===== config.mk =====
export PLATFORM = sky130hd
export DESIGN_NAME = matrix_rx_deserializer_flat
export DESIGN_NICKNAME = d
export VERILOG_FILES = /design/src/rtl/matrix_rx_deserializer_if.sv /design/src/rtl/matrix_rx_deserializer.sv /design/src/flat_wrapper.sv
export SDC_FILE = /design/constraint.sdc
export NUM_CORES = 1
export LEC_CHECK = 0
export CORE_AREA = 2 2 140 142
export CTS_CLUSTER_SIZE = 8
export DETAILED_ROUTE_END_ITERATION = 10
export DIE_AREA = 0 0 142 144
export DONT_BUFFER_PORTS = 1
export PLACE_DENSITY_LB_ADDON = 0.05
export SYNTH_ARGS = -nofsm -noshare
export SYNTH_HDL_FRONTEND = slang
export SYNTH_SLANG_ARGS = --single-unit
export TNS_END_PERCENT = 20

===== constraint.sdc =====
create_clock -name clk -period 3.4 [get_ports clk]
set_input_delay 0.68 -clock clk [delete_from_list [all_inputs] [get_ports clk]]
set_output_delay 0.68 -clock clk [all_outputs]
set_load 0.01 [all_outputs]

===== src/rtl/matrix_rx_deserializer_if.sv =====
// Serial result link from the array's output serializer, plus the rebuilt-matrix outputs.
interface matrix_rx_deserializer_if #(
  parameter int D_W = 8,
  parameter int N   = 2
);
  logic                   rx_bit;
  logic                   rx_valid;
  logic [N*N*2*D_W-1:0]   mat_out;
  logic                   mat_valid;
  logic                   busy;
  logic                   frame_err;

  modport master (
    output rx_bit, rx_valid,
    input  mat_out, mat_valid, busy, frame_err
  );

  modport slave (
    input  rx_bit, rx_valid,
    output mat_out, mat_valid, busy, frame_err
  );
endinterface


===== src/rtl/matrix_rx_deserializer.sv =====
// Rebuilds an NxN matrix of 2*D_W-bit results from the 1-bit serial result stream.
// Optional macro RX_FRAME_CHECK_EN: pulse frame_err for one cycle on every aborted frame.
module matrix_rx_deserializer #(
  parameter int D_W = 8,
  parameter int N   = 2
) (
  input  logic                  clk,
  input  logic                  rst,
  matrix_rx_deserializer_if.slave bus
);
  localparam int EW  = 2 * D_W;
  localparam int NE  = N * N;
  localparam int MW  = NE * EW;
  localparam int BCW = $clog2(EW);
  localparam int ECW = $clog2(NE);

  typedef enum logic [1:0] {IDLE, RX, DONE} state_t;

  state_t         state, state_nxt;
  logic [BCW-1:0] bit_cnt;
  logic [ECW-1:0] elem_cnt;
  logic [EW-1:0]  sh_p0;
  logic [MW-1:0]  stage_p0;
  logic [MW-1:0]  mat_p1;
  logic           err_p1;
  logic [EW-1:0]  word;
  logic [MW-1:0]  merged;
  logic           sample;
  logic           abort;
  logic           elem_last;
  logic           frame_last;

  assign word       = {bus.rx_bit, sh_p0[EW-1:1]};
  assign elem_last  = (bit_cnt == BCW'(EW - 1));
  assign frame_last = elem_last && (elem_cnt == ECW'(NE - 1));

  always_ff @(posedge clk) begin
    if (rst) state <= IDLE;
    else     state <= state_nxt;
  end

  always_comb begin
    state_nxt = state;
    sample    = 1'b0;
    abort     = 1'b0;
    case (state)
      IDLE: begin
        if (bus.rx_valid) begin
          sample    = 1'b1;
          state_nxt = RX;
        end
      end
      RX: begin
        if (bus.rx_valid) begin
          sample = 1'b1;
          if (frame_last) state_nxt = DONE;
        end else begin
          abort     = 1'b1;
          state_nxt = IDLE;
        end
      end
      DONE:    state_nxt = IDLE;
      default: state_nxt = IDLE;
    endcase
  end

  // Final word is merged combinationally so mat_out lands in the same edge as the last bit.
  always_comb begin
    merged = stage_p0;
    merged[elem_cnt*EW +: EW] = word;
  end

  always_ff @(posedge clk) begin
    if (rst || abort) begin
      bit_cnt  <= '0;
      elem_cnt <= '0;
    end else if (sample) begin
      if (state == IDLE) begin
        bit_cnt  <= BCW'(1);
        elem_cnt <= '0;
      end else if (frame_last) begin
        bit_cnt  <= '0;
        elem_cnt <= '0;
      end else if (elem_last) begin
        bit_cnt  <= '0;
        elem_cnt <= elem_cnt + ECW'(1);
      end else begin
        bit_cnt  <= bit_cnt + BCW'(1);
      end
    end
  end

  // p0: shift register and staging buffer for the frame in flight
  always_ff @(posedge clk) begin
    if (rst) begin
      sh_p0    <= '0;
      stage_p0 <= '0;
    end else if (sample) begin
      sh_p0 <= word;
      if (state == RX && elem_last) stage_p0[elem_cnt*EW +: EW] <= word;
    end
  end

  // p1: published matrix, only touched by a complete frame
  always_ff @(posedge clk) begin
    if (rst)                                     mat_p1 <= '0;
    else if (sample && state == RX && frame_last) mat_p1 <= merged;
  end

`ifdef RX_FRAME_CHECK_EN
  always_ff @(posedge clk) begin
    if (rst) err_p1 <= 1'b0;
    else     err_p1 <= abort;
  end
`else
  assign err_p1 = 1'b0;
`endif

  assign bus.mat_out   = mat_p1;
  assign bus.mat_valid = (state == DONE);
  assign bus.busy      = (state == RX);
  assign bus.frame_err = err_p1;
endmodule


===== src/flat_wrapper.sv =====
// flat-port wrapper written by rule: the top's interface ports become plain ports
module matrix_rx_deserializer_flat 
#(
  parameter int D_W = 8,
  parameter int N   = 2
)
  (clk, rst, bus_rx_bit, bus_rx_valid, bus_mat_out, bus_mat_valid, bus_busy, bus_frame_err);
  matrix_rx_deserializer_if #(.D_W(D_W), .N(N)) bus_i ();
  input  logic clk;
  input  logic rst;
  input wire logic [$bits(bus_i.rx_bit)-1:0] bus_rx_bit;
  input wire logic [$bits(bus_i.rx_valid)-1:0] bus_rx_valid;
  output wire logic [$bits(bus_i.mat_out)-1:0] bus_mat_out;
  output wire logic [$bits(bus_i.mat_valid)-1:0] bus_mat_valid;
  output wire logic [$bits(bus_i.busy)-1:0] bus_busy;
  output wire logic [$bits(bus_i.frame_err)-1:0] bus_frame_err;
  assign bus_i.rx_bit = bus_rx_bit;
  assign bus_i.rx_valid = bus_rx_valid;
  assign bus_mat_out = bus_i.mat_out;
  assign bus_mat_valid = bus_i.mat_valid;
  assign bus_busy = bus_i.busy;
  assign bus_frame_err = bus_i.frame_err;
  matrix_rx_deserializer #(.D_W(D_W), .N(N)) u_core (.clk(clk), .rst(rst), .bus(bus_i));
endmodule

==> results.cfg <==
[finish]
drive_above_1_share_pct = 16.8
final_cell_mix = dfxtp_1 (151), nand2b_1 (104), a21oi_1 (83)
layoutNonFillerInstCount = 978
n_antenna_cell = 0
final_core_util_pct = 41.9
final_common_cell = dfxtp_1
finish.net_count = 740
syn2layout_area_growth_pct = 7.75
final_cell_area_um2 = 7990

[floorplan]
rows = 51
io_pins = 71
start_util_pct = 38.8
dieArea_um2 = 20400
die_h_um = 144
die_x_um = 142
coreArea_um2 = 19100

[power_and_ir_drop]
irDropWorstVdd_mv = 0.327
leakagePower_uw = 0.00223
power.density_nw_per_um2 = 486

[setup_path]
path_depth = 6
end_kind = flip-flop
r2r_slack_ns = 0.98
critical_path.slowest_cell = dfxtp_1
worstPathArrival_ns = 2.74
critPathBufInv = 2
start_kind = flip-flop
cpLargestDelayFamily = simple AND/OR/NAND/NOR gates
worstPathCellList = inv_1 > ha_1 > nor3b_2 > buf_4 > nand4_2 > o32ai_1
slowest_delay_ns = 0.54
critical_path_class = flip-flop to flip-flop
critPathRequiredTime_ns = 3.72
cp_max_fo = 28
r2r_cells = 6

[timing]
clock-skew-final_ns = 0.00971
hold_viol = 0
tightest_slew_ns = 0.966
fin_crit_sh_pct = 71.3
final_max_slew_viol_count = 0
period_needed_ns = 2.42
max_freq_ghz = 0.413
setup-tns-final_ns = 0
slew_headroom_pct = 35.5
rsz0062_at_grt = no
finalSetupViolations = 0

[logic_synthesis]
synthXorXnorAreaFrac_pct = 0
synth_top_family_by_area = compound AO/OA/AOI/OAI gates
synth_top_cell_by_area = dfxtp_1
syn-instance-count = 779
synthMuxAreaShare_pct = 3.78
syn-num-nets = 790
synth-edff-count = 0
mappedNetlistArea_um2 = 7410
ys_seq_area_share_pct = 40.8
yosys-top-cells-area = dfxtp_1 (41%), a311oi_2 (9.9%), nand2b_1 (8.8%)
ys_types = 41
synth-main-ff-cell = dfxtp_1
synth_compound_area_share_pct = 24.2
yosys_register_bits = 151
yosys.area.top_type_share_pct = 40.8
yosysWarnings = 0
avgSynthCellArea_um2 = 9.51
synth_adder_area_share_pct = 1.18
yosys.area_share.simple_pct = 20.7
async_flop_share_pct = 0

[detailed_routing]
vias_per_cell = 5.69
drtPass1Iterations = 4
detail_route.wl_per_cell_um = 22.2
ant_nets = 0
drt-total-wl_um = 21700
route.detailed.drc = 0
vias = 5567
drt_iter0_drc = 388

[place]
dp_hpwl_um = 13400
finalWeightedCongestion = 0.779
port_buffers = 0
placed_area_um2 = 7350
dp_cells = 948

[grt]
grt_pass1_vias = 5411
grt_use_met2_pct = 35.2
gr-usage-met1_pct = 27.9
gr-usage-met3_pct = 4.64
grt_busiest_layer = met2
antenna_found_initial = 0
overflow = 0
grt_usage_pct = 21.5
grt_pass1_wl_um = 32700
grt_max_degree = 175

[clocking]
hold_buffers = 0
clockRootBuffer = clkbuf_16
cts_max_level = 4
cts_tree = yes
post_cts_resize_count = 0
cts_max_path_buffers = 2
cts_buffers = 17
cts_setup_buffers = 0
clock_latency_ns = 0.42
clk_pin_slew_worst_paths_ns = 0.06
clock_sinks = 151

[run]
cap_violations = 0

[hold_path]
hold_path.class = primary input to flip-flop
hold-path-cell-count = 1

[status]
status = complete, no violations
## cell families after synthesis
group                    after synthesis
flip-flops                           151
AND/OR/NAND/NOR                      268
adder cells (fa/ha/maj)                7
buffers and inverters                133
multiplexers                          28
other                                  1
AO/OA/AOI/OAI                        191
## sequential cells by signal, indices dropped and copies added, names as in the netlist
signal	cells
u_core.bus.mat_out	64
u_core.stage_p0	64
u_core.sh_p0	15
u_core.bit_cnt	4
u_core.elem_cnt	2
u_core.state	2
## cell usage after synthesis, types with 2 or more instances
cell type and count:
buf_4 6, nand3b_1 10, and3_1 5, mux2i_1 28, a311oi_2 49, a21oi_1 83
nand4_2 2, nor2b_1 13, nand2_1 51, nand3_1 66, inv_1 46, nor3b_1 2
dfxtp_1 151, clkbuf_1 41, o32ai_1 20, nand2b_1 104, ha_1 7, buf_2 21
buf_6 19, nor3b_2 2, a311oi_1 15, and3b_1 2, o32ai_2 18
## where the power goes
group,leakage [µW],switching [µW],total (µW),internal (µW)
Combinational,0.000698,28.9,47.4,18.5
Clock,0.000311,736,2060,1320
Sequential,0.00122,8.45,1780,1770
## final timing paths
kind	from	end
max	u_core.elem_cnt[0]	u_core.stage_p0[23]
min	rst	u_core.bus.mat_out[8]
max reg2reg	u_core.elem_cnt[0]	u_core.stage_p0[23]
min reg2reg	u_core.stage_p0[52]	u_core.stage_p0[52]
## stage by stage
step	hold WS [ns]	setup slack, ns	power [µW]
global route	0.311	0.771	3990
CTS	0.324	0.995	3930
detailed placement	0.460	0.992	1870
floorplan	0.449	1.50	1890
finish	0.326	0.977	3880
global placement	0.457	1.11	1870
## per-layer routing
layer,vias up,wire length (µm)
met3,31,1160
met1,2734,9670
met4,0,624
li1,2680,-
met2,122,10200
met5,-,0
## final cells by class
| cell class | instances | area [µm²] |
|---|---|---|
| fill | 1897 | 11100 |
| multi-input combinational | 495 | 3700 |
| sequential | 151 | 3020 |
| clock buffer | 23 | 498 |
| tap | 238 | 298 |
| inverter | 46 | 173 |
| timing repair buffer | 18 | 148 |
| clock inverter | 7 | 141 |
No activity file was read; power rests on OpenSTA's default activity.
==> variant, RTL diff (config.mk and constraints unchanged) <==
Build with the macro `RX_FRAME_CHECK_EN` defined.
--- a/src/rtl/matrix_rx_deserializer.sv
+++ b/src/rtl/matrix_rx_deserializer.sv
@@ -2,2 +2,4 @@
 // Optional macro RX_FRAME_CHECK_EN: pulse frame_err for one cycle on every aborted frame.
+`define RX_FRAME_CHECK_EN
+
 module matrix_rx_deserializer #(
Formal check against the unedited RTL: not equivalent (a bounded check fails within 4 cycles, from zero or initial values and one cycle with rst high).
==> variant against the unedited design <==
- largest power group unchanged
- total power is 1.8% higher
- final area shrank 3.1%
- worst setup slack got worse by 0.24 ns
- die area is the same
- sequential cell count increased by 1
- wire length shrank 6.9%
- synthesized cell count shrank 4.1%
- via count decreased by 0.70%
- area after synthesis is 4.0% lower
- non-clock buffer count decreased by 3
==> variant: results (changes against the unedited design) <==
| Metric | Value |
|---|---|
| Number of vias per cell | `5.862 (was 5.692)` |
| CTS Buf Count | `17 (unchanged)` |
| WL/cell | `21.40 um (was 22.16 um)` |
| Max-slew violation count | `0 (unchanged)` |
| Synth Warn # | `0 (unchanged)` |
| Global Route Usage Sum | `19.88% (was 21.53%)` |
| Clock Tree Root | `clkbuf_16 (unchanged)` |
| Postcts setup bufs | `0 (unchanged)` |
| Post-Place Cells | `912 (was 948)` |
| Synth top area cells | `dfxtp_1 (43%), a31oi_1 (8.0%), a311oi_2 (7.2%), nand2b_1 (5.0%), a211oi_2 (4.4%) (was dfxtp_1 (41%), a311oi_2 (9.9%), nand2b_1 (8.8%), a21oi_1 (5.6%), nand3_1 (4.5%))` |
| Crit path arrival time | `3.01 ns (was 2.74 ns)` |
| Max clock buf depth | `2 (unchanged)` |
| Clk_lat worst skew | `roughly 0.43 ns` |
| Worst min-delay path class | `input pin to flip-flop (unchanged)` |
| Post-CTS Resized | `0 (unchanged)` |
| Synth unique cells | `38 (was 41)` |
| Syn nets | `758 (was 790)` |
| Syn_area_per_cell | `9.524 um2 (was 9.513 um2)` |
| Global-route wire length before repair | `31,250 um (was 32,740 um)` |
| CP Max Fanout | `22 (was 28)` |
| Router iterations before antenna repair | `5 (was 4)` |
| Post-synth EDFFs | `0 (unchanged)` |
| Vias in the first global route | `5,386 (was 5,411)` |
| Max rail drop VDD | `325.8 uV (was 326.8 uV)` |
| Async SR Flop Fraction | `0% (unchanged)` |
| Share of cells above drive strength 1 | `16.45% (was 16.76%)` |
| Dpl hpwl | `12,190 um (was 13,420 um)` |
| Clock transition at path regs | `0.06 ns (about the same)` |
| Clk_skew | `0.007437 ns (was 0.009706 ns)` |
| H-tree depth | `4 (unchanged)` |
| Drt total wl | `20,180 um (was 21,670 um)` |
| Initial DRC count | `348 (was 388)` |
| N_diodes | `0 (unchanged)` |
| Placer Congestion | `0.7341 (was 0.7791)` |
| Leak | `0.002090 uW (was 0.002226 uW)` |
| List of most frequent post-synthesis cells | `dfxtp_1 (152), a31oi_1 (91), nand2b_1 (57), a21oi_1 (44), inv_1 (42) (was dfxtp_1 (151), nand2b_1 (104), a21oi_1 (83), nand3_1 (66), nand2_1 (51))` |
| Largest net degree at the start of global routing | `166 (was 175)` |
| Filler Cell Count | `1,869 (was 1,897)` |
| Register area share after synthesis | `42.77% (was 40.79%)` |
| Fin nets | `704 (was 740)` |
| Initial antenna violation count | `0 (unchanged)` |
| Worst slew pin tran | `0.8022 ns (was 0.9657 ns)` |
| Status | `finished clean (unchanged)` |
## variant: changes by cell type in the layout (fill, tap and decap cells not counted), moves of 16 or more
| cell | delta |
|---|---|
| mux2i_1 | -28 |
| nand3_1 | -26 |
| a211oi_2 | +25 |
| a31oi_1 | +90 |
| a211oi_1 | +24 |
| nand2b_1 | -47 |
| a21oi_1 | -39 |
| nor2b_1 | +17 |
| nand2_1 | -16 |
## variant: logic make-up (layout without fill, tap and decap cells)
logic type / count (synthesis) / count (layout) / share of synthesized area [%]
buffers and inverters: 130 / 88 / 9.022
and+or+nand+nor: 189 / 189 / 15.30
adders and majority gates: 7 / 7 / 1.231
DFF: 152 / 152 / 42.77
AOI/OAI and AO/OA: 269 / 269 / 31.67
## variant: per-stage QoR
stage	total power [uW]	util (%)	cell area (um2)	hold WS, ns	setup WS, ns
global route	4062	40.57	7741	0.3041	0.5310
detailed placement	1874	37.16	7089	0.4668	0.7632
finish	3954	40.57	7741	0.3178	0.7360
global placement	1873	37.16	7089	0.4550	0.8547
floorplan	1894	-	7114	0.4444	1.424
CTS	3983	40.57	7741	0.3113	0.7470
## variant: power by group
group,internal [uW],switching [uW]
Clock,1340,784
Combinational,12.6,29.7
Sequential,1780,7.56
Total,3130,822
## variant: cell type report
class                           count  area (um2)  share of cell area, %
Clock buffer                       19       452.9                  5.851
Inverter                           42       157.7                  2.037
Tap cell                          238       297.8                  3.847
Sequential cell                   152        3043                  39.31
Multi-Input combinational cell    465        3441                  44.45
Clock inverter                     12       198.9                  2.570
Timing Repair Buffer               15       150.1                  1.940
## variant: critical path: stages, from the launching register on
cell and delay [ns]:
dfxtp_1 0.57, inv_1 0.17, ha_1 0.43, buf_4 0.30
nor3b_1 0.59, a31oi_1 0.24, a211oi_1 0.27
## variant: routing by layer
metal	routed length [um]	vias up	track usage [%]
met5	0	-	0
met4	399	0	7.000
met3	897	22	4.437
met2	9720	138	33.74
met1	9161	2682	24.94
li1	-	2686	-
## variant: worst paths after layout
check | startpoint | endpoint | cells after the start | slack (ns)
min reg2reg | u_core.stage_p0[41] | u_core.stage_p0[41] | 2 | 0.48
min | rst | u_core.bus.mat_out[45] | 1 | 0.32
max | u_core.elem_cnt[0] | u_core.stage_p0[54] | 6 | 0.74
max reg2reg | u_core.elem_cnt[0] | u_core.stage_p0[54] | 6 | 0.74
